File: config.mk
export PLATFORM = sky130hd
export DESIGN_NAME = qam_pll_loop_ctrl_flat
export DESIGN_NICKNAME = d
export VERILOG_FILES = /design/src/rtl/qam_pll_ctrl_pkg.sv /design/src/rtl/qam_pll_loop_ctrl_if.sv /design/src/rtl/qam_pll_lock_detect.sv /design/src/rtl/qam_pll_loop_ctrl.sv /design/src/flat_wrapper.sv
export SDC_FILE = /design/constraint.sdc
export NUM_CORES = 1
export LEC_CHECK = 0
export ABC_AREA = 0
export BUFFER_PORTS_ARGS = -buffer_cell sky130_fd_sc_hd__buf_2
export CAP_MARGIN = 25
export CORE_UTILIZATION = 52
export DETAILED_ROUTE_END_ITERATION = 16
export PLACE_DENSITY = 0.86
export SYNTH_ARGS = -nofsm -noshare
export SYNTH_HDL_FRONTEND = slang
export SYNTH_SLANG_ARGS = --single-unit
File: constraint.sdc
create_clock -name clk -period 9.87 [get_ports clk]
set_input_delay 0.987 -clock clk [delete_from_list [all_inputs] [get_ports clk]]
set_output_delay 0.987 -clock clk [all_outputs]
set_load 0.01 [all_outputs]
File: src/rtl/qam_pll_ctrl_pkg.sv
// Shared types, width defaults and helpers for the QAM carrier-recovery PLL controller.
package qam_pll_ctrl_pkg;

  typedef enum logic [1:0] {
    StIdle    = 2'd0,
    StAcquire = 2'd1,
    StSettle  = 2'd2,
    StLocked  = 2'd3
  } pll_state_t;

  localparam int unsigned DefErrW  = 16;
  localparam int unsigned DefGainW = 18;

  // Magnitude of a sign-extended w-bit value; the most negative code clamps to 2^(w-1)-1.
  function automatic logic [31:0] sat_abs(input logic signed [31:0] x, input int unsigned w);
    logic [31:0] mag;
    logic [31:0] lim;
    lim = (32'd1 << (w - 1)) - 32'd1;
    mag = x[31] ? 32'(-x) : 32'(x);
    return (mag > lim) ? lim : mag;
  endfunction

endpackage

File: src/rtl/qam_pll_loop_ctrl_if.sv
// Host/PLL-facing signal bundle of the loop controller; master is the controller side.
interface qam_pll_loop_ctrl_if #(
  parameter int unsigned ERR_W  = 16,
  parameter int unsigned GAIN_W = 18
);
  logic                     clk_enable;
  logic                     start;
  logic                     stop;
  logic [GAIN_W-1:0]        kp_acq;
  logic [GAIN_W-1:0]        ki_acq;
  logic [GAIN_W-1:0]        kp_trk;
  logic [GAIN_W-1:0]        ki_trk;
  logic [ERR_W-2:0]         lock_thresh;
  logic signed [ERR_W-1:0]  phase_err;
  logic                     pe_valid;
  logic                     sample_strobe;
  logic [GAIN_W-1:0]        kp;
  logic [GAIN_W-1:0]        ki;
  logic                     loop_enable;
  logic                     loop_flush;
  logic                     locked;
  logic                     acq_timeout;
  logic [1:0]               state;

  modport master (
    input  clk_enable, start, stop, kp_acq, ki_acq, kp_trk, ki_trk, lock_thresh,
           phase_err, pe_valid,
    output sample_strobe, kp, ki, loop_enable, loop_flush, locked, acq_timeout, state
  );

  modport slave (
    output clk_enable, start, stop, kp_acq, ki_acq, kp_trk, ki_trk, lock_thresh,
           phase_err, pe_valid,
    input  sample_strobe, kp, ki, loop_enable, loop_flush, locked, acq_timeout, state
  );
endinterface

File: src/rtl/qam_pll_lock_detect.sv
// Lock detector: saturating |phase_err| threshold test and in-run / out-run counters.
module qam_pll_lock_detect
  import qam_pll_ctrl_pkg::*;
#(
  parameter int unsigned ERR_W      = DefErrW,
  parameter int unsigned LOCK_CNT   = 64,
  parameter int unsigned UNLOCK_CNT = 16
) (
  input  logic                    clk,
  input  logic                    reset,
  input  logic                    sample,
  input  logic                    clear,
  input  logic signed [ERR_W-1:0] phase_err,
  input  logic [ERR_W-2:0]        lock_thresh,
  output logic                    in_run_done,
  output logic                    out_run_done
);
  localparam int unsigned InW  = $clog2(LOCK_CNT + 1);
  localparam int unsigned OutW = $clog2(UNLOCK_CNT + 1);

  logic [InW-1:0]  in_cnt_q, in_cnt_d;
  logic [OutW-1:0] out_cnt_q, out_cnt_d;
  logic [31:0]     abs_val;
  logic            in_thr;

  assign abs_val = sat_abs(32'(phase_err), ERR_W);
  assign in_thr  = abs_val < 32'(lock_thresh);

  // Done fires on the sample that completes the run, so the FSM can act the same cycle.
  assign in_run_done  = sample && in_thr && (32'(in_cnt_q) >= LOCK_CNT - 1);
  assign out_run_done = sample && !in_thr && (32'(out_cnt_q) >= UNLOCK_CNT - 1);

  always_comb begin
    in_cnt_d  = in_cnt_q;
    out_cnt_d = out_cnt_q;
    if (clear) begin
      in_cnt_d  = '0;
      out_cnt_d = '0;
    end else if (sample) begin
      if (in_thr) begin
        out_cnt_d = '0;
        if (in_cnt_q != InW'(LOCK_CNT)) in_cnt_d = in_cnt_q + 1'b1;
      end else begin
        in_cnt_d = '0;
        if (out_cnt_q != OutW'(UNLOCK_CNT)) out_cnt_d = out_cnt_q + 1'b1;
      end
    end
  end

  always_ff @(posedge clk) begin
    if (reset) begin
      in_cnt_q  <= '0;
      out_cnt_q <= '0;
    end else begin
      in_cnt_q  <= in_cnt_d;
      out_cnt_q <= out_cnt_d;
    end
  end

endmodule

File: src/rtl/qam_pll_loop_ctrl.sv
// QAM PLL acquisition/tracking controller: sample-strobe divider, gain gear-shift FSM, lock flags.
module qam_pll_loop_ctrl
  import qam_pll_ctrl_pkg::*;
#(
  parameter int unsigned OVERCLOCK_FACTOR = 5,
  parameter int unsigned ERR_W            = DefErrW,
  parameter int unsigned GAIN_W           = DefGainW,
  parameter int unsigned LOCK_CNT         = 64,
  parameter int unsigned UNLOCK_CNT       = 16,
  parameter int unsigned ACQ_TIMEOUT      = 4096
) (
  input logic               clk,
  input logic               reset,
  qam_pll_loop_ctrl_if.master bus
);
  localparam int unsigned OcW  = $clog2(OVERCLOCK_FACTOR + 1);
  localparam int unsigned AcqW = $clog2(ACQ_TIMEOUT + 1);

  logic [OcW-1:0]    oc_cnt_q, oc_cnt_d;
  logic              strobe_q, strobe_d;
  pll_state_t        state_q, state_d;
  logic [AcqW-1:0]   acq_cnt_q, acq_cnt_d;
  logic              flush_q, flush_d;
  logic              timeout_q, timeout_d;
  logic              locked_q, locked_d;
  logic              loop_en_q, loop_en_d;
  logic [GAIN_W-1:0] kp_q, kp_d, ki_q, ki_d;
  logic              sample, timeout_evt, det_clear;
  logic              in_run_done, out_run_done;

  assign sample = bus.clk_enable && bus.pe_valid && (state_q != StIdle);

  qam_pll_lock_detect #(
    .ERR_W      (ERR_W),
    .LOCK_CNT   (LOCK_CNT),
    .UNLOCK_CNT (UNLOCK_CNT)
  ) u_lock_detect (
    .clk          (clk),
    .reset        (reset),
    .sample       (sample),
    .clear        (det_clear),
    .phase_err    (bus.phase_err),
    .lock_thresh  (bus.lock_thresh),
    .in_run_done  (in_run_done),
    .out_run_done (out_run_done)
  );

  always_comb begin
    oc_cnt_d = oc_cnt_q;
    strobe_d = bus.clk_enable && (oc_cnt_q == OcW'(1));
    if (bus.clk_enable) begin
      oc_cnt_d = (oc_cnt_q == OcW'(OVERCLOCK_FACTOR)) ? OcW'(1) : oc_cnt_q + 1'b1;
    end
  end

  always_comb begin
    state_d     = state_q;
    acq_cnt_d   = acq_cnt_q;
    flush_d     = 1'b0;
    timeout_d   = timeout_q;
    timeout_evt = 1'b0;
    if (bus.start) timeout_d = 1'b0;
    if (bus.stop) begin
      state_d = StIdle;
    end else if (bus.clk_enable) begin
      unique case (state_q)
        StIdle: begin
          if (bus.start) state_d = StAcquire;
        end
        StAcquire: begin
          if (in_run_done) begin
            state_d = StSettle;
          end else if (sample) begin
            if (acq_cnt_q == AcqW'(ACQ_TIMEOUT - 1)) begin
              timeout_evt = 1'b1;
              timeout_d   = 1'b1;
              acq_cnt_d   = '0;
            end else begin
              acq_cnt_d = acq_cnt_q + 1'b1;
            end
          end
        end
        StSettle: begin
          if (in_run_done)       state_d = StLocked;
          else if (out_run_done) state_d = StAcquire;
        end
        StLocked: begin
          if (out_run_done) state_d = StAcquire;
        end
        default: state_d = StIdle;
      endcase
    end
    if (state_d != state_q) acq_cnt_d = '0;
    // Flush accompanies every ACQUIRE entry as well as each timeout restart.
    if ((state_d == StAcquire && state_q != StAcquire) || timeout_evt) flush_d = 1'b1;
    det_clear = (state_d != state_q) || timeout_evt;

    loop_en_d = (state_d != StIdle);
    locked_d  = (state_d == StLocked);
    unique case (state_d)
      StIdle:    begin kp_d = '0;          ki_d = '0;          end
      StAcquire: begin kp_d = bus.kp_acq;  ki_d = bus.ki_acq;  end
      default:   begin kp_d = bus.kp_trk;  ki_d = bus.ki_trk;  end
    endcase
  end

  always_ff @(posedge clk) begin
    if (reset) begin
      oc_cnt_q  <= OcW'(1);
      strobe_q  <= 1'b0;
      state_q   <= StIdle;
      acq_cnt_q <= '0;
      flush_q   <= 1'b0;
      timeout_q <= 1'b0;
      locked_q  <= 1'b0;
      loop_en_q <= 1'b0;
      kp_q      <= '0;
      ki_q      <= '0;
    end else begin
      oc_cnt_q  <= oc_cnt_d;
      strobe_q  <= strobe_d;
      state_q   <= state_d;
      acq_cnt_q <= acq_cnt_d;
      flush_q   <= flush_d;
      timeout_q <= timeout_d;
      locked_q  <= locked_d;
      loop_en_q <= loop_en_d;
      kp_q      <= kp_d;
      ki_q      <= ki_d;
    end
  end

  assign bus.sample_strobe = strobe_q;
  assign bus.kp            = kp_q;
  assign bus.ki            = ki_q;
  assign bus.loop_enable   = loop_en_q;
  assign bus.loop_flush    = flush_q;
  assign bus.locked        = locked_q;
  assign bus.acq_timeout   = timeout_q;
  assign bus.state         = state_q;

endmodule

File: src/flat_wrapper.sv
// flat-port wrapper written by rule: the top's interface ports become plain ports
module qam_pll_loop_ctrl_flat import qam_pll_ctrl_pkg::*;
#(
  parameter int unsigned OVERCLOCK_FACTOR = 5,
  parameter int unsigned ERR_W            = DefErrW,
  parameter int unsigned GAIN_W           = DefGainW,
  parameter int unsigned LOCK_CNT         = 64,
  parameter int unsigned UNLOCK_CNT       = 16,
  parameter int unsigned ACQ_TIMEOUT      = 4096
)
  (clk, reset, bus_clk_enable, bus_start, bus_stop, bus_kp_acq, bus_ki_acq, bus_kp_trk, bus_ki_trk, bus_lock_thresh, bus_phase_err, bus_pe_valid, bus_sample_strobe, bus_kp, bus_ki, bus_loop_enable, bus_loop_flush, bus_locked, bus_acq_timeout, bus_state);
  qam_pll_loop_ctrl_if #(.ERR_W(ERR_W), .GAIN_W(GAIN_W)) bus_i ();
  input logic clk;
  input logic reset;
  input wire logic [$bits(bus_i.clk_enable)-1:0] bus_clk_enable;
  input wire logic [$bits(bus_i.start)-1:0] bus_start;
  input wire logic [$bits(bus_i.stop)-1:0] bus_stop;
  input wire logic [$bits(bus_i.kp_acq)-1:0] bus_kp_acq;
  input wire logic [$bits(bus_i.ki_acq)-1:0] bus_ki_acq;
  input wire logic [$bits(bus_i.kp_trk)-1:0] bus_kp_trk;
  input wire logic [$bits(bus_i.ki_trk)-1:0] bus_ki_trk;
  input wire logic [$bits(bus_i.lock_thresh)-1:0] bus_lock_thresh;
  input wire logic [$bits(bus_i.phase_err)-1:0] bus_phase_err;
  input wire logic [$bits(bus_i.pe_valid)-1:0] bus_pe_valid;
  output wire logic [$bits(bus_i.sample_strobe)-1:0] bus_sample_strobe;
  output wire logic [$bits(bus_i.kp)-1:0] bus_kp;
  output wire logic [$bits(bus_i.ki)-1:0] bus_ki;
  output wire logic [$bits(bus_i.loop_enable)-1:0] bus_loop_enable;
  output wire logic [$bits(bus_i.loop_flush)-1:0] bus_loop_flush;
  output wire logic [$bits(bus_i.locked)-1:0] bus_locked;
  output wire logic [$bits(bus_i.acq_timeout)-1:0] bus_acq_timeout;
  output wire logic [$bits(bus_i.state)-1:0] bus_state;
  assign bus_i.clk_enable = bus_clk_enable;
  assign bus_i.start = bus_start;
  assign bus_i.stop = bus_stop;
  assign bus_i.kp_acq = bus_kp_acq;
  assign bus_i.ki_acq = bus_ki_acq;
  assign bus_i.kp_trk = bus_kp_trk;
  assign bus_i.ki_trk = bus_ki_trk;
  assign bus_i.lock_thresh = bus_lock_thresh;
  assign bus_i.phase_err = bus_phase_err;
  assign bus_i.pe_valid = bus_pe_valid;
  assign bus_sample_strobe = bus_i.sample_strobe;
  assign bus_kp = bus_i.kp;
  assign bus_ki = bus_i.ki;
  assign bus_loop_enable = bus_i.loop_enable;
  assign bus_loop_flush = bus_i.loop_flush;
  assign bus_locked = bus_i.locked;
  assign bus_acq_timeout = bus_i.acq_timeout;
  assign bus_state = bus_i.state;
  qam_pll_loop_ctrl #(.OVERCLOCK_FACTOR(OVERCLOCK_FACTOR), .ERR_W(ERR_W), .GAIN_W(GAIN_W), .LOCK_CNT(LOCK_CNT), .UNLOCK_CNT(UNLOCK_CNT), .ACQ_TIMEOUT(ACQ_TIMEOUT)) u_core (.clk(clk), .reset(reset), .bus(bus_i));
endmodule
### Yosys cells after proc, flatten, opt, wreduce, memory -nomap -nowiden

Cells that the tools add are included.

* equal/unequal tests: 13
* add/sub/neg operators: 5
* bitwise logic cells: 2
* $lt $le $gt $ge: 4
* muxes and demuxes: 31
* reduce and logical (&&, ||, !) cells: 21

Operators with widths (number)
* 18-bit one-hot mux with 2 select lines: 2
* 32-bit 2-to-1 mux: 2
* 32-bit by 15-bit greater-than comparator with 1-bit output, second input constant: 1
* 32-bit by 15-bit less-than comparator with 1-bit output: 1
* 16-bit negation with 32-bit output: 1
* 1-bit 2-to-1 mux: 14
* 7-bit 2-to-1 mux: 2
* 13-bit by 1-bit adder with 13-bit output, second input constant: 1
* 13-bit by 12-bit equality test with 1-bit output, second input constant: 1
* 13-bit 2-to-1 mux: 1
* 2-bit 2-to-1 mux: 6
* 5-bit 2-to-1 mux: 2
* 1-bit logical AND: 8
* 2-bit one-hot mux with 4 select lines: 1
* 7-bit by 1-bit adder with 7-bit output, second input constant: 1
* 7-bit by 6-bit >= comparator with 1-bit output, second input constant: 1
* 7-bit != test, second input constant: 1
* 2-bit equality test, second input constant: 3
* 2-bit nonzero test: 3
* 5-bit by 1-bit adder with 5-bit output, second input constant: 1
* 5-bit by 4-bit >= comparator with 1-bit output, second input constant: 1
* 5-bit != test, second input constant: 1
* 5-bit AND reduction: 1
* 2-bit by 1-bit equality test with 1-bit output, second input constant: 2
* other kinds (12): 18

* bits of input ports: 109
* bits in registers: 71
* logic and storage cells: 88
* output and inout port bits: 43

### Logic depth before layout (Yosys ltp)

* word-level depth: 17
* depth in mapped cells: 18
* mapped depth without buffers: 16

### By module

A second synthesis with hierarchy kept.

* cell total of the unflattened synthesis: 437
* area total of the unflattened synthesis: 3819.9 sq um

Modules (own cells, without submodules)
* qam_pll_loop_ctrl: cells an instance 222, sequential area each 1181.1 sq um, times used 1, area each 2299.7 sq um
* qam_pll_lock_detect: cells an instance 215, sequential area each 240.2 sq um, times used 1, area each 1520.2 sq um

### Least setup slack after synthesis

No wires, ideal clock.

* path type: input to register
* start point: input port bus_phase_err[6]
* end point: register u_core.ki_q[10], in the netlist u_core.bus.ki[10]
* required time: 9.811 ns
* setup time: 0.059 ns
* cell stages on the path: 17
* slack: 4.864 ns
* buffers on the path: 3
* data arrival time: 4.948 ns
* path through: or4_4 -> or3_1 -> nor2_1 -> inv_1 -> or3_1 -> clkbuf_1 -> nand2_1 -> ha_1 -> a21o_1 -> a221o_1 -> a21oi_1 -> o211ai_2 -> buf_6 -> or2_1 -> a221oi_2 -> buf_2 -> a22o_1

* longest elaborated chain between the ends: 15
* elaborated cells between the ends (all ways): 19
* those cells by class: add/sub: 1; order compare: 2; eq/ne: 1; mux: 9; reduce/logical: 6

Ends and longest elaborated chain
* start: declaration: line flat_wrapper.sv:23 `input wire logic [$bits(bus_i.phase_err)-1:0] bus_phase_err;`
* 16-bit negation with 32-bit output: line qam_pll_ctrl_pkg.sv:19 `mag = x[31] ? 32'(-x) : 32'(x);`
* 32-bit 2-to-1 mux (*): line qam_pll_ctrl_pkg.sv:19
* 32-bit by 15-bit greater-than comparator with 1-bit output: line qam_pll_ctrl_pkg.sv:20 `return (mag > lim) ? lim : mag;`
* 32-bit 2-to-1 mux (*): line qam_pll_ctrl_pkg.sv:20
* 32-bit by 15-bit less-than comparator with 1-bit output (*): line qam_pll_lock_detect.sv:27 `assign in_thr = abs_val < 32'(lock_thresh);`
* 1-bit logical NOT: line qam_pll_lock_detect.sv:31 `assign out_run_done = sample && !in_thr && (32'(out_cnt_q) >= UNLOCK_CNT - 1);`
* 1-bit logical AND (2 in a row): line qam_pll_lock_detect.sv:31
* 2-bit 2-to-1 mux: line qam_pll_loop_ctrl.sv:85, qam_pll_loop_ctrl.sv:88
* 2-bit 2-to-1 mux: line qam_pll_loop_ctrl.sv:84 `if (in_run_done) state_d = StLocked;`
* 2-bit one-hot mux with 4 select lines (*): line qam_pll_loop_ctrl.sv:66 `unique case (state_q)`
* 2-bit 2-to-1 mux (*): line qam_pll_loop_ctrl.sv:65 `end else if (bus.clk_enable) begin`
* 2-bit 2-to-1 mux (*): line qam_pll_loop_ctrl.sv:63 `if (bus.stop) begin`
* 2-bit by 1-bit equality test with 1-bit output or 2-bit logical NOT (tied branches): line qam_pll_loop_ctrl.sv:100 `unique case (state_d)`
* 18-bit one-hot mux with 2 select lines (*): line qam_pll_loop_ctrl.sv:100
* end signal: assignment: line qam_pll_loop_ctrl.sv:129 `ki_q <= ki_d;`
* end: declaration: line qam_pll_loop_ctrl.sv:27 `logic [GAIN_W-1:0] kp_q, kp_d, ki_q, ki_d;`

Every way passes the cells marked *; elsewhere a longest branch is shown, timed or not.
A chain may end at the register's enable or synchronous reset.

### Final worst setup path

* start point: input port bus_phase_err[6]
* end point: register u_core.u_lock_detect.in_cnt_q[5]

* longest elaborated chain between the ends: 16
* elaborated cells between the ends (all ways): 26
* those cells by class: add/sub: 1; order compare: 2; eq/ne: 2; mux: 13; reduce/logical: 8

Ends and longest elaborated chain
* 16-bit negation with 32-bit output: line qam_pll_ctrl_pkg.sv:19
* 32-bit 2-to-1 mux (*): line qam_pll_ctrl_pkg.sv:19
* 32-bit by 15-bit greater-than comparator with 1-bit output: line qam_pll_ctrl_pkg.sv:20
* 32-bit 2-to-1 mux (*): line qam_pll_ctrl_pkg.sv:20
* 32-bit by 15-bit less-than comparator with 1-bit output (*): line qam_pll_lock_detect.sv:27
* 1-bit logical NOT: line qam_pll_lock_detect.sv:31
* 1-bit logical AND (2 in a row): line qam_pll_lock_detect.sv:31
* 2-bit 2-to-1 mux: line qam_pll_loop_ctrl.sv:85, qam_pll_loop_ctrl.sv:88
* 2-bit 2-to-1 mux: line qam_pll_loop_ctrl.sv:84
* 2-bit one-hot mux with 4 select lines: line qam_pll_loop_ctrl.sv:66
* 2-bit 2-to-1 mux: line qam_pll_loop_ctrl.sv:65
* 2-bit 2-to-1 mux: line qam_pll_loop_ctrl.sv:63
* 2-bit != test: line qam_pll_loop_ctrl.sv:96 `det_clear = (state_d != state_q) || timeout_evt;`
* 1-bit logical OR: line qam_pll_loop_ctrl.sv:96
* 2-bit OR reduction (no source line)
* end signal: assignment: line qam_pll_lock_detect.sv:55 `in_cnt_q <= in_cnt_d;`
* end: declaration: line qam_pll_lock_detect.sv:21 `logic [InW-1:0] in_cnt_q, in_cnt_d;`

Marked as above.

==> metrics list <==
- Run status: complete, no violations
* Hold-fix buffer count after cts: 0
- The worst register-to-register path ends at u_core.u_lock_detect.in_cnt_q[5].
- The die covers 0.007385 sq mm.
- The synthesized design contains 71 register bits.
- Setup repair after global routing left no endpoint under its margin.
- Dividing total power by cell area gives a power density of roughly 130 mW/mm^2.
- STA puts the critical path data required time at ~10 ns.
- The H-tree was split into 3 levels.
- Max-cap violations in this run came to 0.
* Crit Path Class: in -> reg
* Routed wire per std cell: 13.98 microns
- The number of antenna diodes in the final layout is 0.
- For this run, the top clock speed supported by timing is 180.4 MHz.
- Sequential fraction of the synthesis area: around two fifths
- Sort of element at the end of the critical path: flip-flop
- Row generation in the floorplan step produced 30 rows.
* Total routing resource utilization after global routing: a little over a quarter
* Share of the clock period used by the worst path after layout: between 50% and 60%
- Initial standard-cell utilization of the core: 53.92%
- Library cells used by synthesis: 56
- The worst register-to-register path begins at u_core.bus.state[1].
- Grt ovf: 0
* Synthesized area: ~0.0037 sq mm
- Number of DRC violations after detailed routing: 0
* Die height: 85.94 microns
- Remaining max-slew budget at the tightest pin: about 40%
- Via count of the first global-routing pass: 3394
- 152 I/O pins were placed.
* CTS sink count: slightly above 70
- The commonest cells after synthesis are sky130_fd_sc_hd__dfxtp_1, sky130_fd_sc_hd__a22o_1, sky130_fd_sc_hd__nand2_1, sky130_fd_sc_hd__a21oi_1, sky130_fd_sc_hd__inv_1.
- The area growth from synthesis to layout is 27.36%.
* Summed negative setup slack over all endpoints: 0 ns
- Clock latency on the worst-skew pair: between 0.3 and 0.4 ns
* Cells on Worst Hold Path: 2
* Clock tree from TritonCTS: built
* Final Total Pwr: 0.0006234 W
* Top post-synthesis cells by area: sky130_fd_sc_hd__dfxtp_1, sky130_fd_sc_hd__a22o_1, sky130_fd_sc_hd__ha_1
- Detailed routing inserted a total of 3585 vias.
- In this run the most critical hold path is launched from u_core.acq_cnt_q[12].
- For this design the static power due to leakage is 2.181 nW.
- Clock-pin slew was measured on the worst setup and hold paths at 0.07 ns.
* TritonRoute pass-1 iters: 5
- The total area inside the core boundary comes to 0.006794 sq mm.
- Iteration-0 DRC count of the detailed router: 178
- Mean instance size in the synthesized netlist: 8.914 sq um
- Post-CTS timing repair inserted 0 buffers for setup.
* Antenna violations before repair: 0
- STA classifies the critical path startpoint as an input port.
- For the pin with the worst max-slew slack, the measured transition is 0.9017 ns.
- The min-delay analysis places its worst path in the category reg -> reg.
- Of all nets on the critical path, the largest fanout is 21.
- Peak ir drop on the vdd network: 0.0001032 V
* DR vias/cell: 5.473
- Synthesis produced a netlist whose cell count is approximately 410.
* Inserted Clock Buffers: 9
- The die is 85.94 microns wide.
- Time the final worst path needs with I/O delays and setup: 5.544 ns
* Cell type with the highest aggregate area in the netlist: sky130_fd_sc_hd__dfxtp_1
* WL final: 9.156 mm
* DP Wirelength: ~7 mm
- Register-to-Register Setup Slack: 6.70 ns
- Tracing the worst setup path back leads to its startpoint at bus_phase_err[6].
* Critical path data arrival time: slightly below 6 ns
- Endpoints failing hold: 0
- Among all cell types in the netlist, the one instantiated most often is sky130_fd_sc_hd__dfxtp_1.
- The count of nets left with antenna violations once routing finished came out at 0.
* Final net count: 685
- At the end of routability-driven placement, the weighted congestion stood at about 0.88.
- Port-buffer cells: around 150
- The worst register-to-register path has a depth of 6.
- First-pass GRT wire length: 15.12 mm
- End point of the critical path: u_core.u_lock_detect.in_cnt_q[5]
- Of the cells placed in the final design, the portion with a size suffix greater than 1 is between 30% and 40%.
- Final worst clock skew: 0.01059 ns
- Buffer cell driving the clock tree root: sky130_fd_sc_hd__clkbuf_8
- Counting along the longest clock path gives a buffer depth of 2.
- Proportion of netlist area held by the largest area contributor: a little under 40%
- The number of pins exceeding their max-slew limit in the final report was 0.
- The number of gates resized after CTS was 0.
* Syn. warnings: 0
- Entering global routing, the biggest net connects 38 pins.
- Total of endpoints with negative setup slack in the final report: 0
- Yosys mapped a number of flops with a built-in enable equal to 0.
- Total nets after synthesis: 541
* Share of synthesized flip-flops with an asynchronous set or reset: 0%
- Prevailing post-synth register cell: sky130_fd_sc_hd__dfxtp_1
worst max-delay path, stage by stage:
cell	delay, ns
sky130_fd_sc_hd__buf_2	0.11
sky130_fd_sc_hd__or4_4	0.56
sky130_fd_sc_hd__or3_1	0.43
sky130_fd_sc_hd__nor2_1	0.16
sky130_fd_sc_hd__inv_1	0.07
sky130_fd_sc_hd__or3_1	0.48
sky130_fd_sc_hd__nand2_1	0.12
sky130_fd_sc_hd__ha_1	0.23
sky130_fd_sc_hd__a21o_1	0.18
sky130_fd_sc_hd__a221o_1	0.34
sky130_fd_sc_hd__a21oi_1	0.16
sky130_fd_sc_hd__o211ai_2	0.37
sky130_fd_sc_hd__o211ai_1	0.39
sky130_fd_sc_hd__nand4_1	0.75
sky130_fd_sc_hd__nor3_1	0.44
placed cells by master, fill, tap and decap left out, types with 10 or more instances in the layout:
master                     count
sky130_fd_sc_hd__ha_1         21
sky130_fd_sc_hd__nor3_1       11
sky130_fd_sc_hd__o21ai_0      19
sky130_fd_sc_hd__nand2_1      33
sky130_fd_sc_hd__a21oi_1      28
sky130_fd_sc_hd__inv_1        28
sky130_fd_sc_hd__buf_2       151
sky130_fd_sc_hd__clkbuf_8     10
sky130_fd_sc_hd__or3_1        13
sky130_fd_sc_hd__nor2_1       23
sky130_fd_sc_hd__dfxtp_1      71
sky130_fd_sc_hd__a22o_1       36
sky130_fd_sc_hd__xor2_1       14
metrics by stage:
stage	util [%]	hold WS [ns]	area, sq um	instances	worst slack (ns)
4_1_cts	68.67	0.4655	4666	655	4.342
3_3_place_gp	65.56	0.4411	4454	640	4.215
6_report	68.67	0.4640	4666	655	4.326
3_5_place_dp	65.56	0.4539	4454	640	4.005
5_1_grt	68.67	0.4944	4666	655	4.021
2_1_floorplan	-	0.4287	3664	411	4.864
registers in the layout, summed over array words and instances, names as in the netlist:
register	cells
u_core.bus.ki	18
u_core.bus.kp	18
u_core.acq_cnt_q	13
u_core.u_lock_detect.in_cnt_q	7
u_core.u_lock_detect.out_cnt_q	5
u_core.oc_cnt_q	3
u_core.bus.state	2
u_core.bus.acq_timeout	1
u_core.bus.locked	1
u_core.bus.loop_enable	1
u_core.bus.loop_flush	1
u_core.bus.sample_strobe	1
where the power goes:
part / switching [W] / leakage [nW] / internal (W)
Combinational: 0.0000434 / 1.50 / 0.0000380
Sequential: 0.00000197 / 0.575 / 0.000291
Clock: 0.000102 / 0.109 / 0.000147
Total: 0.000147 / 2.18 / 0.000476
cells by family after synthesis:
kind of cell / share of synthesized area (%)
DFF: 38.80
adders and majority gates: 7.172
AOI/OAI and AO/OA: 23.53
muxes: 0.5465
buffers and inverters: 5.908
xor gates and xnor gates: 4.064
and+or+nand+nor: 19.98
metal layers:
| metal | GRT usage [%] | vias to the layer above | wire, microns |
|---|---|---|---|
| met4 | 10.45 | 0 | 202 |
| met1 | 28.77 | 1647 | 3629 |
| met5 | 0 | - | 0 |
| met3 | 8.277 | 17 | 654 |
| met2 | 46.54 | 137 | 4670 |
| li1 | - | 1784 | - |
final cells by class:
cell class,instances,area [sq um]
clock buffer,11,141.4
clock inverter,4,70.07
fill,536,2128
inverter,28,105.1
multi-input combinational,292,2037
sequential,71,1421
tap,96,120.1
timing repair buffer,153,770.7
worst min path at each step:
stage / end / slack, ns
2_1_floorplan: u_core.acq_cnt_q[12] / 0.43
3_3_place_gp: u_core.acq_cnt_q[12] / 0.44
3_5_place_dp: u_core.acq_cnt_q[12] / 0.45
4_1_cts: u_core.acq_cnt_q[12] / 0.47
5_1_grt: u_core.acq_cnt_q[1] / 0.49
6_report: u_core.acq_cnt_q[12] / 0.46
Note: power is estimated with default switching activity, not from simulation.
